<file path="src/rtl/addsub_pkg.sv">
// Shared types and helpers for the serial adder-subtractor.
// Holds the FSM encoding, operation codes and the slice-count helper.
package addsub_pkg;

  typedef enum logic [1:0] {
    IDLE = 2'b00,
    RUN  = 2'b01,
    DONE = 2'b10
  } state_t;

  localparam logic OP_ADD = 1'b0;
  localparam logic OP_SUB = 1'b1;

  function automatic int slice_count(input int width, input int bits_per_cyc);
    return width / bits_per_cyc;
  endfunction

endpackage

</file>
<file path="src/rtl/full_addsub.sv">
// One-bit full adder/subtractor cell: s = x +/- y +/- cb_in, with carry or borrow out.
module full_addsub
  import addsub_pkg::*;
(
  input  logic x,
  input  logic y,
  input  logic cb_in,
  input  logic sub,
  output logic s,
  output logic cb_out
);

  always_comb begin
    s = x ^ y ^ cb_in;
    if (sub == OP_SUB) begin
      // Borrow when x < y + cb_in.
      cb_out = (~x & y) | (~(x ^ y) & cb_in);
    end else begin
      cb_out = (x & y) | ((x ^ y) & cb_in);
    end
  end

endmodule

</file>
<file path="src/rtl/serial_addsub.sv">
// Multi-cycle adder-subtractor processing BITS_PER_CYC bits per cycle, LSB first.
// Optional build macro ADDSUB_SAT_EN saturates the result on signed overflow.
module serial_addsub
  import addsub_pkg::*;
#(
  parameter int WIDTH        = 8,
  parameter int BITS_PER_CYC = 1
) (
  input  logic             clk,
  input  logic             rst_n,
  input  logic             in_valid,
  output logic             in_ready,
  input  logic [WIDTH-1:0] a,
  input  logic [WIDTH-1:0] b,
  input  logic             sub,
  output logic             out_valid,
  input  logic             out_ready,
  output logic [WIDTH-1:0] result,
  output logic             cb_out,
  output logic             ovf
);

  localparam int NSLICE = slice_count(WIDTH, BITS_PER_CYC);
  localparam int CNT_W  = (NSLICE > 1) ? $clog2(NSLICE) : 1;
  localparam int IDX_W  = $clog2(WIDTH);
  localparam logic [CNT_W-1:0] LAST = CNT_W'(NSLICE - 1);

  if (WIDTH < 2 || BITS_PER_CYC < 1 || (WIDTH % BITS_PER_CYC) != 0) begin : g_bad_param
    $error("serial_addsub: WIDTH must be >= 2 and a multiple of BITS_PER_CYC");
  end

  state_t                  state, state_nxt;
  logic [WIDTH-1:0]        a_q, b_q, res_q, res_nxt;
  logic                    sub_q, cb_q, cbo_q, ovf_q;
  logic [CNT_W-1:0]        cnt_q;
  logic [IDX_W-1:0]        base;
  logic [BITS_PER_CYC-1:0] x_sl, y_sl, s_sl;
  logic [BITS_PER_CYC:0]   chain;
  logic                    last, ovf_nxt;

  function automatic logic [WIDTH-1:0] saturate(input logic neg);
    return neg ? {1'b1, {(WIDTH-1){1'b0}}} : {1'b0, {(WIDTH-1){1'b1}}};
  endfunction

  assign base  = IDX_W'(int'(cnt_q) * BITS_PER_CYC);
  assign x_sl  = a_q[base +: BITS_PER_CYC];
  assign y_sl  = b_q[base +: BITS_PER_CYC];
  assign chain[0] = cb_q;
  assign last  = (cnt_q == LAST);
  // On the final slice the top cell is the operand MSB.
  assign ovf_nxt = chain[BITS_PER_CYC] ^ chain[BITS_PER_CYC-1];

  for (genvar i = 0; i < BITS_PER_CYC; i++) begin : g_cell
    full_addsub u_cell (
      .x     (x_sl[i]),
      .y     (y_sl[i]),
      .cb_in (chain[i]),
      .sub   (sub_q),
      .s     (s_sl[i]),
      .cb_out(chain[i+1])
    );
  end

  always_comb begin
    state_nxt = state;
    case (state)
      IDLE:    if (in_valid)  state_nxt = RUN;
      RUN:     if (last)      state_nxt = DONE;
      DONE:    if (out_ready) state_nxt = IDLE;
      default:                state_nxt = IDLE;
    endcase
  end

  always_comb begin
    res_nxt = res_q;
    res_nxt[base +: BITS_PER_CYC] = s_sl;
`ifdef ADDSUB_SAT_EN
    if (last && ovf_nxt) res_nxt = saturate(a_q[WIDTH-1]);
`endif
  end

  always_ff @(posedge clk) begin
    if (!rst_n) begin
      state <= IDLE;
      cnt_q <= '0;
      cb_q  <= 1'b0;
      res_q <= '0;
      cbo_q <= 1'b0;
      ovf_q <= 1'b0;
    end else begin
      state <= state_nxt;
      case (state)
        IDLE: if (in_valid) begin
          cnt_q <= '0;
          cb_q  <= 1'b0;
          cbo_q <= 1'b0;
          ovf_q <= 1'b0;
        end
        RUN: begin
          res_q <= res_nxt;
          cb_q  <= chain[BITS_PER_CYC];
          cnt_q <= cnt_q + 1'b1;
          if (last) begin
            cbo_q <= chain[BITS_PER_CYC];
            ovf_q <= ovf_nxt;
          end
        end
        default: ;
      endcase
    end
  end

  // Operands are captured only on acceptance; later input changes are ignored.
  always_ff @(posedge clk) begin
    if (state == IDLE && in_valid) begin
      a_q   <= a;
      b_q   <= b;
      sub_q <= sub;
    end
  end

  assign in_ready  = (state == IDLE);
  assign out_valid = (state == DONE);
  assign result    = res_q;
  assign cb_out    = cbo_q;
  assign ovf       = ovf_q;

endmodule

</file>
<file path="config.mk">
export PLATFORM = sky130hd
export DESIGN_NAME = serial_addsub
export DESIGN_NICKNAME = d
export VERILOG_FILES = /design/src/rtl/addsub_pkg.sv /design/src/rtl/full_addsub.sv /design/src/rtl/serial_addsub.sv
export SDC_FILE = /design/constraint.sdc
export NUM_CORES = 1
export LEC_CHECK = 0
export ABC_AREA = 1
export CORE_MARGIN = 2
export CORE_UTILIZATION = 45
export CTS_CLUSTER_DIAMETER = 150
export CTS_CLUSTER_SIZE = 10
export DETAILED_ROUTE_END_ITERATION = 10
export PLACE_DENSITY = 0.8
export SLEW_MARGIN = 25
export SYNTH_ARGS = -nofsm -noshare
export SYNTH_HDL_FRONTEND = slang
export SYNTH_HIERARCHICAL = 1
export SYNTH_SLANG_ARGS = --single-unit
</file>
<file path="constraint.sdc">
create_clock -name clk -period 1.9 [get_ports clk]
set_input_delay 0.38 -clock clk [delete_from_list [all_inputs] [get_ports clk]]
set_output_delay 0.38 -clock clk [all_outputs]
set_load 0.03 [all_outputs]
</file>
* After elaboration in Yosys (flattened, before gate mapping)
Index checks and enable logic that the tools add are counted.
Widths: inputs -> output; s select.
** Storage, ports and cells
- Flip-flop bits (word level) :: 33
- Input bits :: 21
- Output and inout port bits :: 12
** Cells by class
- Reductions and logical operators :: 6
- Add/sub/neg operators :: 2
- Equal/unequal tests :: 6
- Multiplexer cells :: 14
- Bitwise gates (word level) :: 11
- Shift-type cells :: 4
** Operators with widths (number)
- $shiftx 8x4->1 :: 2
- $bwmux 8 :: 1
- $shift 1x5->8 const A :: 1
- $shiftx 1x5->8 :: 1
- $mux 2 :: 3
- $pmux 1 s2 :: 3
- $pmux 2 s3 :: 1
- $pmux 3 s2 :: 1
- $reduce_and 3->1 :: 2
- $neg 3->5 :: 1
- $and 1x1->1 :: 4
- $mux 1 :: 4
- $ne 2x2->1 const B :: 2
- $add 3x1->3 const B :: 1
- $eq 3x3->1 const B :: 1
- $mux 3 :: 1
- $xor 1x1->1 :: 3
- $eq 2x1->1 const B :: 1
- $eq 2x2->1 const B :: 1
- $logic_not 2->1 :: 1
- $ne 2x1->1 const B :: 1
- $not 1->1 :: 2
- $or 1x1->1 :: 2
- $reduce_and 2->1 :: 1
- 2 further kinds :: 2

* Depth between registers and ports, before layout
- Depth in word-level cells :: 9
- Gate-level depth with buffers :: 15
- Gate-level depth less buffers :: 14

* Modules after synthesis
The synthesis kept the hierarchy.
** By module, submodules not included
- serial_addsub :: sequential area each 830.8 µm², times used 1, area each 1546.5 µm², cells each 172
- full_addsub :: sequential area each 0.0 µm², times used 1, area each 66.3 µm², cells each 9

* Least setup slack after synthesis
No wires, ideal clock.
- Kind :: register -> register
- From :: reg cnt_q[0]
- To :: reg ovf_q (netlist: ovf)
- Clock period less this slack :: 1.991 ns
- Stages on the path, launching flop included :: 16
- Arrival :: 1.921 ns
- Slack :: -0.091 ns
- Data required time :: 1.830 ns
- Path through :: dfxtp_1 > buf_6 > nor2_1 > nor2_1 > o21ai_1 > o21ai_1 > nand2_1 > nand2_1 > inv_1 > fa_1 > inv_1 > nand2_1 > nand2_1 > xor2_1 > nand2_1 > a21oi_1
** On the way
- Word-level cells in the longest chain between the ends :: 9
- Elaborated cells between the ends (all ways) :: 18
** Ends and longest elaborated chain
- start: declaration :: RTL line serial_addsub.sv:35 : logic [CNT_W-1:0] cnt_q;
- start signal: assignment :: RTL line serial_addsub.sv:102 : cnt_q <= cnt_q + 1'b1;
- $shiftx 8x4->1 (*) :: RTL line serial_addsub.sv:47 : assign y_sl = b_q[base +: BITS_PER_CYC];
- net y_sl :: RTL line serial_addsub.sv:37 : logic [BITS_PER_CYC-1:0] x_sl, y_sl, s_sl;
- $xor 1x1->1 :: RTL line full_addsub.sv:17, full_addsub.sv:19
- $not 1->1 :: RTL line full_addsub.sv:17 : cb_out = (~x & y) | (~(x ^ y) & cb_in);
- $and 1x1->1 :: RTL line full_addsub.sv:17
- $or 1x1->1 :: RTL line full_addsub.sv:17
- $mux 1 (*) :: RTL line full_addsub.sv:15 : if (sub == OP_SUB) begin
- net chain[1] :: RTL line serial_addsub.sv:38 : logic [BITS_PER_CYC:0] chain;
- $xor 1x1->1 (*) :: RTL line serial_addsub.sv:51 : assign ovf_nxt = chain[BITS_PER_CYC] ^ chain[BITS_PER_CYC-1];
- $mux 1 (*) :: RTL line serial_addsub.sv:103 : if (last) begin
- $pmux 1 s2 (*) :: RTL line serial_addsub.sv:92 : case (state)
- end signal: assignment :: RTL line serial_addsub.sv:105 : ovf_q <= ovf_nxt;
- end: declaration :: RTL line serial_addsub.sv:34 : logic sub_q, cb_q, cbo_q, ovf_q;
Mark *: on every way through the listed nets, which the timed path passes. The rest lies on a longest branch. The select of a mux whose other input is x is not followed.
A chain may end at the register's enable or synchronous reset.

* Final worst setup path
- From :: reg cnt_q[0]
- To :: reg res_q[1] (netlist: result[1])
** On the way
- Word-level cells in the longest chain between the ends :: 5
- Elaborated cells between the ends (all ways) :: 8
** Ends and longest elaborated chain
- $shiftx 8x4->1 :: RTL line serial_addsub.sv:46 : assign x_sl = a_q[base +: BITS_PER_CYC];
- net x_sl :: RTL line serial_addsub.sv:37
- $xor 1x1->1 (2 in series) :: RTL line full_addsub.sv:14 : s = x ^ y ^ cb_in;
- net s_sl :: RTL line serial_addsub.sv:37
- $shiftx 1x5->8 :: RTL line serial_addsub.sv:76 : res_nxt[base +: BITS_PER_CYC] = s_sl;
- $bwmux 8 :: RTL line serial_addsub.sv:76
- end signal: assignment :: RTL line serial_addsub.sv:100 : res_q <= res_nxt;
- end: declaration :: RTL line serial_addsub.sv:33 : logic [WIDTH-1:0] a_q, b_q, res_q, res_nxt;
The timed path passes the listed nets, and every way through them passes these cells.

==> run summary <==
Status - finished, violations left
Failing checks - negative setup slack
Synth cell types - 24
Hold-critical path depth - 2
IO Port Bufs - 32
First-pass GRT wire length - 5.16 mm
Leakage - 0.856 nW
Top_reg_cell synth - edfxtp_1
Worst vdd ir - 0.462 mV
Final setup viols - 6
Crit path max fanout - 5
Worst relative slew slack - 0.741
Via count - 1,299
Area Overhead vs Synth - 34.5%
Final Cycle Share - 1.01
Post-detail-place hpwl - 2.14 mm
Clk_lat worst skew - 0.34 ns
Sequential share of power - 0.536
Most numerous cell in the Yosys netlist - nand2_1
Final ANT Viol Nets - 0
Finished Layout Cells - 273
Worst R2R Path Depth - 11
CTS clk-pin slew, worst paths - 0.10 ns
Top cells by area, synth - edfxtp_1 (32%), dfxtp_1 (20%), nand2_1 (8.4%), nor2_1 (6.5%), ha_1 (3.9%)
Io pins - 33
R2R Path Start - cnt_q[0]
Most frequent cells after synthesis - nand2_1 (36), nor2_1 (28), edfxtp_1 (17)
DRC Markers - 0
P per Cell Area - 691 mW/mm²
Syn_nets - 209
Total GRT Usage - 0.169
H-tree levels - 2
CP arrival - 2.21 ns
Sw power - 0.437 mW
Antenna diode count - 0
Avg Synthesized Cell Area - 8.91 µm²
GR Overflow Total - 0
Minimum clock period - 1.92 ns
Sequential area share after synthesis - 0.515
Hold Path Class - reg -> reg
FFs w/ async S/R, synth - 0
Worst path bufs/invs - 2
CTS tree - yes
Vias/cell - 4.76
YS warnings - 6
Max clock buf depth - 2
Largest net degree at the start of global routing - 19
Routed WL - 2.97 mm
Worst path required time - 2.18 ns
DIE AREA - 0.00408 mm²
Vias in the first global route - 1,233
Worst-margin pin slew - 0.388 ns
Worst setup margin - -0.0240 ns
RSZ-0062 raised after global routing - true
CTS Hold Bufs - 0
Hold endpoint - result[5]
Die height - 63.9 µm
Number of synthesized flops with an enable pin - 17
Total power - 1.50 mW
Worst setup EP type - flip-flop
Placed Cells - 263
Mux share of post-synthesis cell area - 0
Adder-Cell Fraction of Synth Area - 0.0636
Clock Skew - 0.0111 ns
Global placement routability congestion - 0.812
Worst flop-to-flop path endpoint - result[1]
FP Rows - 21
Syn Std Cell Area - 0.00161 mm²
Synth Register Bits - 33
Initial core utilization - 0.476
Worst hold margin - 0.487 ns
Combinational power share - 0.208
Compound-Gate Fraction of Synth Area - 0.0753
Initial antenna violation count - 0
WL/cell - 10.9 µm
# fillers - 283
Worst setup SP type - flip-flop
CP top delay family - adder cells
Final hold viol count - 0
Sw Ratio - 0.291
# Max-Cap Violations - 0
Critical path type - reg -> reg
Max-slew violations - 0
Core area - 0.00339 mm²
Post-synth top area cell - edfxtp_1
Worst R2R Setup Slack - -0.02 ns
FMAX - 0.520 GHz
Num CTS Buffers - 5
Clock Sinks - 33
Hold Startpoint - result[5]
Die Width - 63.9 µm
Yosys top cell area share - 0.317
CP most frequent cell - nand2_1
Main combinational cell family by area after synthesis - simple AND/OR/NAND/NOR gates
Slowest CP cell - fa_2
Cell count after synthesis - 181
Internal - 1.06 mW
Post-synthesis xor/xnor area fraction - 0.00543
Crit-path cells - buf_6 > buf_4 > o21ai_2 > o21ai_1 > nand2_1 > nand2_2 > fa_2 > nand2_2 > nand2_1 > nand2_1 > nor2_1
Largest stage delay, worst path - 0.58 ns
Clock share of power - 0.256
Nets - 254
First-pass iteration count of the detailed router - 4
Layout cells sized above 1 - 0.269
Initial DRC Count - 46
Post-synthesis simple-gate area fraction - 0.268
Root Driver - clkbuf_4
==> final cells by class <==
| class | count | area [µm²] | area share |
|---|---|---|---|
| Inverter | 23 | 91.3 | 0.0421 |
| Clock inverter | 3 | 17.5 | 0.00807 |
| Timing Repair Buffer | 42 | 413 | 0.190 |
| Tap cell | 46 | 57.6 | 0.0265 |
| Multi-Input combinational cell | 121 | 717 | 0.330 |
| Clock buffer | 5 | 37.5 | 0.0173 |
| Sequential cell | 33 | 836 | 0.385 |
==> placed cells by master (no fill, tap or decap), drive strengths merged, types with 3 or more instances in the layout <==
| cell | instances |
|---|---|
| ha | 5 |
| inv | 23 |
| a21oi | 11 |
| buf | 10 |
| nand2 | 38 |
| nand4 | 3 |
| nor2 | 34 |
| clkbuf | 5 |
| o21ai | 12 |
| clkdlybuf4s50 | 30 |
| nand3 | 11 |
| nor3 | 3 |
| edfxtp | 17 |
| dfxtp | 16 |
==> cell families (layout without fill, tap and decap cells) <==
logic type | count (synthesis) | count (layout)
buffers and inverters | 27 | 73
AND/OR/NAND/NOR | 89 | 89
adder cells (fa/ha/maj) | 7 | 7
AO/OA/AOI/OAI | 24 | 24
flip-flops | 33 | 33
XOR/XNOR | 1 | 1
==> power by group through the flow <==
| stage | clock, mW | sequential [mW] | combinational [mW] |
|---|---|---|---|
| 2_1_floorplan | 0 | 0.819 | 0.168 |
| 3_3_place_gp | 0 | 0.820 | 0.261 |
| 3_5_place_dp | 0 | 0.821 | 0.268 |
| 4_1_cts | 0.398 | 0.802 | 0.300 |
| 5_1_grt | 0.438 | 0.807 | 0.349 |
| 6_report | 0.384 | 0.803 | 0.311 |
==> layer usage <==
layer,global-route usage,vias up,wire [µm],part of all wire
li1,-,674,-,-
met1,0.189,587,1210,0.41
met2,0.286,34,1550,0.52
met3,0.0581,4,135,0.045
met4,0.0815,0,66,0.022
met5,0,-,0,0
==> tightest hold or removal path: stages (launching register included) <==
cell	delay, ns
dfxtp_1	0.32
nor2_1	0.09
nor2_1	0.05
==> how the worst max path moves through the flow <==
| stage | cells after the start | end | start |
|---|---|---|---|
| CTS | 13 | result[7] | cnt_q[0] |
| global route | 13 | result[7] | cnt_q[0] |
| floorplan | 15 | ovf | cnt_q[0] |
| detailed placement | 12 | ovf | cnt_q[1] |
| finish | 11 | result[1] | cnt_q[0] |
| global placement | 12 | ovf | cnt_q[1] |
==> sequential cells by signal, summed over array words and instances (netlist names) <==
name and count:
cb_out 1, ovf 1, sub_q 1, result 8, cb_q 1, cnt_q 3
a_q 8, state 2, b_q 8
==> through the flow <==
step | area [µm²] | utilization | setup slack [ns] | TNS (ns)
after CTS | 2130 | 0.629 | -0.0152 | -0.0566
after global routing | 2170 | 0.640 | -0.190 | -1.69
after detailed placement | 2030 | 0.598 | -0.121 | -0.641
after global placement | 2030 | 0.598 | -0.0788 | -0.154
final | 2170 | 0.640 | -0.0240 | -0.0814
after floorplan | 1620 | - | 0.0143 | 0
==> what timing repair did <==
item | CTS | global route
setup endpoints to repair | 13 | 11
pin swaps | 12 | 15
buffers inserted | 2 | 0
gates cloned | 0 | 0
gates resized for setup | 17 | 12
Power figures use the tool's default switching activity.
